[src/rtl/match_pe_scoreboard.sv]
// match_pe_scoreboard: tracks up to N in-flight match jobs, issues PEW-byte beats to the match PE and retires results in order
`ifndef ADDR_WIDTH
`define ADDR_WIDTH 16
`endif
`ifndef MATCH_PE_WIDTH
`define MATCH_PE_WIDTH 16
`endif
`ifndef MAX_MATCH_LEN_LOG2
`define MAX_MATCH_LEN_LOG2 6
`endif

module match_pe_scoreboard #(
   parameter int SCOREBOARD_ENTRY_INDEX = 2,
   parameter int TAG_W = 8,
   localparam int ADDR = `ADDR_WIDTH,
   localparam int PEW = `MATCH_PE_WIDTH,
   localparam int LEN = `MAX_MATCH_LEN_LOG2 + 1,
   localparam int MAXLEN = 1 << `MAX_MATCH_LEN_LOG2
) (
   input  logic                              clk,
   input  logic                              rst_n,
   input  logic                              job_valid,
   output logic                              job_ready,
   input  logic [TAG_W-1:0]                  job_tag,
   input  logic [ADDR-1:0]                   job_head_addr,
   input  logic [ADDR-1:0]                   job_history_addr,
   output logic                              pe_valid,
   output logic [SCOREBOARD_ENTRY_INDEX-1:0] pe_idx,
   output logic                              pe_last,
   output logic [ADDR-1:0]                   pe_head_addr,
   output logic [ADDR-1:0]                   pe_history_addr,
   input  logic                              rsp_valid,
   input  logic                              rsp_last,
   input  logic [SCOREBOARD_ENTRY_INDEX-1:0] rsp_idx,
   input  logic [LEN-1:0]                    rsp_match_len,
   output logic                              res_valid,
   input  logic                              res_ready,
   output logic [TAG_W-1:0]                  res_tag,
   output logic [LEN-1:0]                    res_match_len
);
   localparam int N = 1 << SCOREBOARD_ENTRY_INDEX;
   localparam int IW = SCOREBOARD_ENTRY_INDEX;
   localparam logic [1:0] S_FREE = 2'd0;
   localparam logic [1:0] S_ISSUE = 2'd1;
   localparam logic [1:0] S_WAIT = 2'd2;
   localparam logic [1:0] S_DONE = 2'd3;

   logic [1:0]       state_q [N], state_d [N];
   logic [TAG_W-1:0] tag_q [N], tag_d [N];
   logic [ADDR-1:0]  head_q [N], head_d [N], hist_q [N], hist_d [N];
   logic [LEN-1:0]   len_q [N], len_d [N];
   logic [IW-1:0]    alloc_ptr_q, alloc_ptr_d, retire_ptr_q, retire_ptr_d;
   logic             pe_valid_q, pe_valid_d, pe_last_q, pe_last_d;
   logic [IW-1:0]    pe_idx_q, pe_idx_d;
   logic [ADDR-1:0]  pe_head_q, pe_head_d, pe_hist_q, pe_hist_d;
   logic             gnt_found;
   logic [IW-1:0]    gnt_idx, cand;
   logic [LEN:0]     gnt_sum, rsp_sum;
   logic             rsp_ok, rsp_more;

   assign job_ready = state_q[alloc_ptr_q] == S_FREE;
   assign res_valid = state_q[retire_ptr_q] == S_DONE;
   assign res_tag = tag_q[retire_ptr_q];
   assign res_match_len = len_q[retire_ptr_q];
   assign pe_valid = pe_valid_q;
   assign pe_idx = pe_idx_q;
   assign pe_last = pe_last_q;
   assign pe_head_addr = pe_head_q;
   assign pe_history_addr = pe_hist_q;

   // scan downward so the last hit is the one closest to retire_ptr, i.e. the oldest
   always_comb begin
      gnt_found = 1'b0;
      gnt_idx = '0;
      cand = '0;
      for (int k = N - 1; k >= 0; k--) begin
         cand = retire_ptr_q + IW'(k);
         if (state_q[cand] == S_ISSUE) begin
            gnt_found = 1'b1;
            gnt_idx = cand;
         end
      end
   end

   assign gnt_sum = {1'b0, len_q[gnt_idx]} + (LEN+1)'(PEW);
   assign rsp_sum = {1'b0, len_q[rsp_idx]} + {1'b0, rsp_match_len};
   assign rsp_ok = rsp_valid && state_q[rsp_idx] == S_WAIT;
   assign rsp_more = rsp_match_len == LEN'(PEW) && !rsp_last && rsp_sum < (LEN+1)'(MAXLEN);

   always_comb begin
      state_d = state_q;
      tag_d = tag_q;
      head_d = head_q;
      hist_d = hist_q;
      len_d = len_q;
      alloc_ptr_d = alloc_ptr_q;
      retire_ptr_d = retire_ptr_q;
      pe_valid_d = gnt_found;
      pe_idx_d = gnt_idx;
      pe_last_d = gnt_found && gnt_sum >= (LEN+1)'(MAXLEN);
      pe_head_d = head_q[gnt_idx];
      pe_hist_d = hist_q[gnt_idx];
      if (job_valid && job_ready) begin
         state_d[alloc_ptr_q] = S_ISSUE;
         tag_d[alloc_ptr_q] = job_tag;
         head_d[alloc_ptr_q] = job_head_addr;
         hist_d[alloc_ptr_q] = job_history_addr;
         len_d[alloc_ptr_q] = '0;
         alloc_ptr_d = alloc_ptr_q + IW'(1);
      end
      if (gnt_found) state_d[gnt_idx] = S_WAIT;
      if (rsp_ok) begin
         len_d[rsp_idx] = rsp_sum > (LEN+1)'(MAXLEN) ? LEN'(MAXLEN) : rsp_sum[LEN-1:0];
         state_d[rsp_idx] = rsp_more ? S_ISSUE : S_DONE;
         if (rsp_more) begin
            head_d[rsp_idx] = head_q[rsp_idx] + ADDR'(PEW);
            hist_d[rsp_idx] = hist_q[rsp_idx] + ADDR'(PEW);
         end
      end
      if (res_valid && res_ready) begin
         state_d[retire_ptr_q] = S_FREE;
         retire_ptr_d = retire_ptr_q + IW'(1);
      end
   end

   always_ff @(posedge clk or negedge rst_n) begin
      if (!rst_n) begin
         for (int i = 0; i < N; i++) state_q[i] <= S_FREE;
         alloc_ptr_q <= '0;
         retire_ptr_q <= '0;
         pe_valid_q <= 1'b0;
         pe_last_q <= 1'b0;
      end else begin
         state_q <= state_d;
         alloc_ptr_q <= alloc_ptr_d;
         retire_ptr_q <= retire_ptr_d;
         pe_valid_q <= pe_valid_d;
         pe_last_q <= pe_last_d;
      end
   end

   always_ff @(posedge clk) begin
      tag_q <= tag_d;
      head_q <= head_d;
      hist_q <= hist_d;
      len_q <= len_d;
      pe_idx_q <= pe_idx_d;
      pe_head_q <= pe_head_d;
      pe_hist_q <= pe_hist_d;
   end
endmodule

[config.mk]
export PLATFORM = sky130hd
export DESIGN_NAME = match_pe_scoreboard
export DESIGN_NICKNAME = d
export VERILOG_FILES = /design/src/rtl/match_pe_scoreboard.sv
export SDC_FILE = /design/constraint.sdc
export NUM_CORES = 1
export LEC_CHECK = 0
export CAP_MARGIN = 20
export CELL_PAD_IN_SITES_DETAIL_PLACEMENT = 1
export CELL_PAD_IN_SITES_GLOBAL_PLACEMENT = 1
export CORE_MARGIN = 2
export CORE_UTILIZATION = 50
export CTS_BUF_LIST = sky130_fd_sc_hd__clkbuf_16
export DETAILED_ROUTE_END_ITERATION = 8
export GPL_TIMING_DRIVEN = 0
export PLACE_DENSITY = 0.93
export SETUP_SLACK_MARGIN = 0.15
export SLEW_MARGIN = 0
export SYNTH_ARGS = -nofsm -noshare
export SYNTH_HDL_FRONTEND = slang
export SYNTH_SLANG_ARGS = --single-unit
[constraint.sdc]
create_clock -name clk -period 6.9 [get_ports clk]
set_input_delay 1.38 -clock clk [delete_from_list [all_inputs] [get_ports clk]]
set_output_delay 1.38 -clock clk [all_outputs]
set_load 0.01 [all_outputs]
After elaboration in Yosys (flattened, before gate mapping) --
Cells that the tools add are included.
Cells by class: add/sub/neg operators 8, multiply operators 0, div/mod/pow operators 0, magnitude comparators 14, equal/unequal tests 7, shift-type cells 0, multiplexer cells 89, bitwise logic cells 17, reductions and logical operators 12
Operators by type and width (number):
- $mux 64 | 6
- $bwmux 64 | 4
- $mux 16 | 10
- $bmux 16 s2 | 4
- $demux 16 s2 | 2
- $mux 7 | 9
- $mux 28 | 2
- $mux 8 | 7
- $bmux 7 s2 | 3
- $mux 2 | 21
- $add 16x5->16 const B | 2
- $bwmux 32 | 1
- $and 28x28->28 | 1
- $bwmux 28 | 1
- $demux 7 s2 | 2
- $not 28->28 | 1
- $bmux 2 s2 | 6
- $ge 3x3->1 const B | 7
- $not 2->3 | 7
- $bmux 8 s2 | 1
- $demux 2 s2 | 4
- $demux 8 s2 | 1
- $lt 3x1->1 const B | 4
- $logic_and 1x1->1 | 10
- other kinds (19) | 31
Storage, ports and cells: register bits 236, bits in latches 0, bits in writable memories 0, memory bits (read-only) 0, bits of input ports 55, output and inout port bits 53, word-level logic and storage cells 174, memories 0

Logic depth before layout (Yosys ltp) --
depth after elaboration 22, depth in mapped cells 17, gate-level depth less buffers 11

Least setup slack after synthesis --
Ideal clock, no wire load.
path type input port to flip-flop, start point in rsp_idx[0], end point reg head_q[0] (netlist name), arrival time 4.594 ns, required time 6.827 ns, setup slack 2.233 ns, stages on the path 13, buffers on the path 6, cells stage by stage buf_6 -> buf_12 -> buf_6 -> buf_6 -> clkbuf_1 -> mux4_2 -> ha_1 -> o21ai_1 -> a21boi_1 -> o22ai_2 -> o211ai_4 -> buf_2 -> mux2i_1
RTL lines:
- start: declaration | line 34 | input logic [SCOREBOARD_ENTRY_INDEX-1:0] rsp_idx,
- end signal: assignment | line 144 | head_q <= head_d;
- end: declaration | line 50 | logic [ADDR-1:0] head_q [N], head_d [N], hist_q [N], hist_d [N];

==> metrics <==
Achievable Freq about 160 MHz; Ys Warns 0; Remaining Overflow, GRT 0; DRT antenna net count 0; largest net degree at the start of global routing 18; worst flop-to-flop path startpoint len_q[14]; Antenna Diode Count 0; Via density 6.60; Post-CTS Resized 0; # rows 57; setup TNS 0 ns; number of flops mapped to enable cells by yosys 32; Initial Utilization between 50% and 60%; Routed wire per std cell 27.7 um; hold_buf cts 0; GRT Resource Usage Total around a third; most frequent cells in the layout 259 x mux2i_1, 190 x dfxtp_1, 167 x nand2_1; hpwl dp roughly 29 mm; num ports approximately 110; H-Tree Depth 1; postcts setup bufs 0; cts bufs inserted 25; number of DRC markers in iteration 0 a little under 1000; startpoint types primary input; Pwr Total roughly 7800 uW; CTS tree yes; initial antenna violation count 1; area delta synth->final 18.1%; Skew-Pair Late Insertion Delay around 0.55 ns; post-synthesis cell area between 0.01 and 0.015 mm2; global-route wire length before repair 68.9 mm; Port Buffers approximately 110; period utilisation layout 92.9%; WL final 44.6 mm; nature of the critical path endpoint register; DRC violations left 0; Final Hold Vio Count 0; reg2reg setup slack between 3 and 4 ns; fin util between 50% and 60%; Clock Path Buffers 3; 1st-pass router iterations 7; syn_nets 1206; clock root buffer master clkbuf_16; Crit. Startpoint rsp_idx[1]; Final min period 6.41 ns; most common cell after layout, fill and taps aside mux2i_1; placer congestion estimate ~0.90; Die ar. between 0.02 and 0.03 mm2; Slew Viols, Final 0; unrepaired setup endpoints after global routing no; Worst Hold End len_q[2]; RR Endpoint head_q[49]; Yosys cell types 63; Nets ~1300; worst hold start len_q[2]; Die Width ~160 um; vias in the first global route 11917; final std cell area, no fill between 0.01 and 0.015 mm2; Worst-Margin Slew 1.07 ns; FF+latch count, synth approximately 240; Peak supply drop between 0.2 and 0.3 mV; Placement Cell Area around 0.014 mm2; ys async rst share under 10%; r2r worst-path depth 11; Max-Cap Viols 0; # clock sinks approximately 240; PwrDens ~540 mW/mm2; Die H 161 um; required time worst endpoint approximately 7.3 ns; Synth Area per Inst 10.8 um2; status finished, final reports clean; sequential area share after synthesis between 40% and 50%; Final setup viols 0; crit path kind in -> reg; gate count of the mapped netlist approximately 1100; Slew headroom 28.6%; P_leak 0.00614 uW; post-route insts no fill around 1600; Hold Path Depth 2; Most used DFF post-synth dfxtp_1; Final Skew approximately 0.016 ns; critical path arrival about 7 ns; Worst-path clk slew 0.07 ns; Hold Crit Class reg -> reg; Inst Count DP between 1500 and 2000; Vias between 10000 and 15000; Core Box Area roughly 0.024 mm2; share of layout cells above drive strength 1 between 10% and 20%; Critical Path Fanout Max 10
## stage by stage
step | setup slack (ns) | hold slack (ns)
2_1_floorplan | 2.23 | 0.454
3_3_place_gp | 0.427 | 0.468
3_5_place_dp | 0.212 | 0.483
4_1_cts | 0.727 | 0.492
5_1_grt | 0.472 | 0.518
6_report | 0.493 | 0.496
## report_power, final
group          internal (uW)  switching (uW)  total (uW)  leakage (uW)
combinational           1580            2320        3910       0.00370
clock                    729             589        1320      0.000399
sequential              2030             514        2540       0.00205
## how the worst max path moves through the flow
stage | to | slack (ns) | cells past startpoint
after floorplan | head_q[0] | 2.23 | 13
after global placement | head_q[49] | 0.43 | 16
after detailed placement | hist_q[52] | 0.21 | 16
after CTS | head_q[49] | 0.73 | 16
after global routing | hist_q[52] | 0.47 | 16
final | head_q[49] | 0.49 | 16
## critical path: stages
cell and delay (ns):
clkdlybuf4s50_1 0.64, buf_2 0.42, buf_2 0.42, buf_2 0.40, buf_2 0.41, mux4_2 0.28
ha_1 0.18, inv_1 0.07, fa_1 0.42, nor2b_1 0.15, o21ai_1 0.09, a21boi_1 0.34
o22ai_2 0.29, o211ai_4 0.54, buf_2 0.46, mux2i_1 0.33
## metal layers
metal / share of wire [%] / global-route usage, % / vias up
met3: 7.5 / 6.35 / 245
met1: 37 / 39.6 / 5286
met2: 49 / 60.1 / 649
met4: 5.6 / 19.0 / 0
li1: - / - / 4429
met5: 0 / 0 / -
## cell usage after synthesis (all sizes together) (12+ instances only)
| library cell | count | area share, % |
|---|---|---|
| clkbuf | 22 | 0.67 |
| ha | 17 | 1.7 |
| and3 | 37 | 1.9 |
| a31oi | 34 | 1.7 |
| dfrtp | 14 | 2.9 |
| edfxtp | 32 | 7.8 |
| xnor2 | 12 | 0.98 |
| a21oi | 21 | 0.89 |
| and2 | 13 | 0.68 |
| dfxtp | 190 | 31 |
| nand2 | 168 | 5.2 |
| nor3 | 18 | 0.73 |
| nor2 | 17 | 0.52 |
| o21ai | 35 | 1.4 |
| mux2i | 260 | 21 |
| mux4 | 50 | 9.2 |
| nand3 | 36 | 1.5 |
| buf | 50 | 2.7 |
| inv | 15 | 0.48 |
| xor2 | 12 | 0.86 |
## final cells by class
class,instances,area [um2]
buffer,72,412
clock buffer,25,626
clock inverter,19,135
fill,2579,9740
inverter,15,58.8
multi-input combinational,810,6700
sequential,236,5110
tap,324,405
timing repair buffer,106,1060
## sequential cells by signal, summed over array words and instances (netlist names), 2 cells and up
signal           cells
len_q               28
head_q              64
alloc_ptr_q          2
hist_q              64
state_q              8
pe_idx               2
pe_head_addr        16
tag_q               32
pe_history_addr     16
retire_ptr_q         2
## cells by family (layout without fill, tap and decap cells)
logic type | after synthesis | in the layout | share of synthesized area (%)
XOR/XNOR | 24 | 24 | 1.83
adder cells (fa/ha/maj) | 18 | 18 | 1.90
flip-flops | 236 | 236 | 41.7
AO/OA/AOI/OAI | 130 | 130 | 7.20
buffers and inverters | 87 | 237 | 3.83
AND/OR/NAND/NOR | 319 | 319 | 12.3
multiplexers | 319 | 319 | 31.3
No activity file was read; power rests on OpenSTA's default activity.
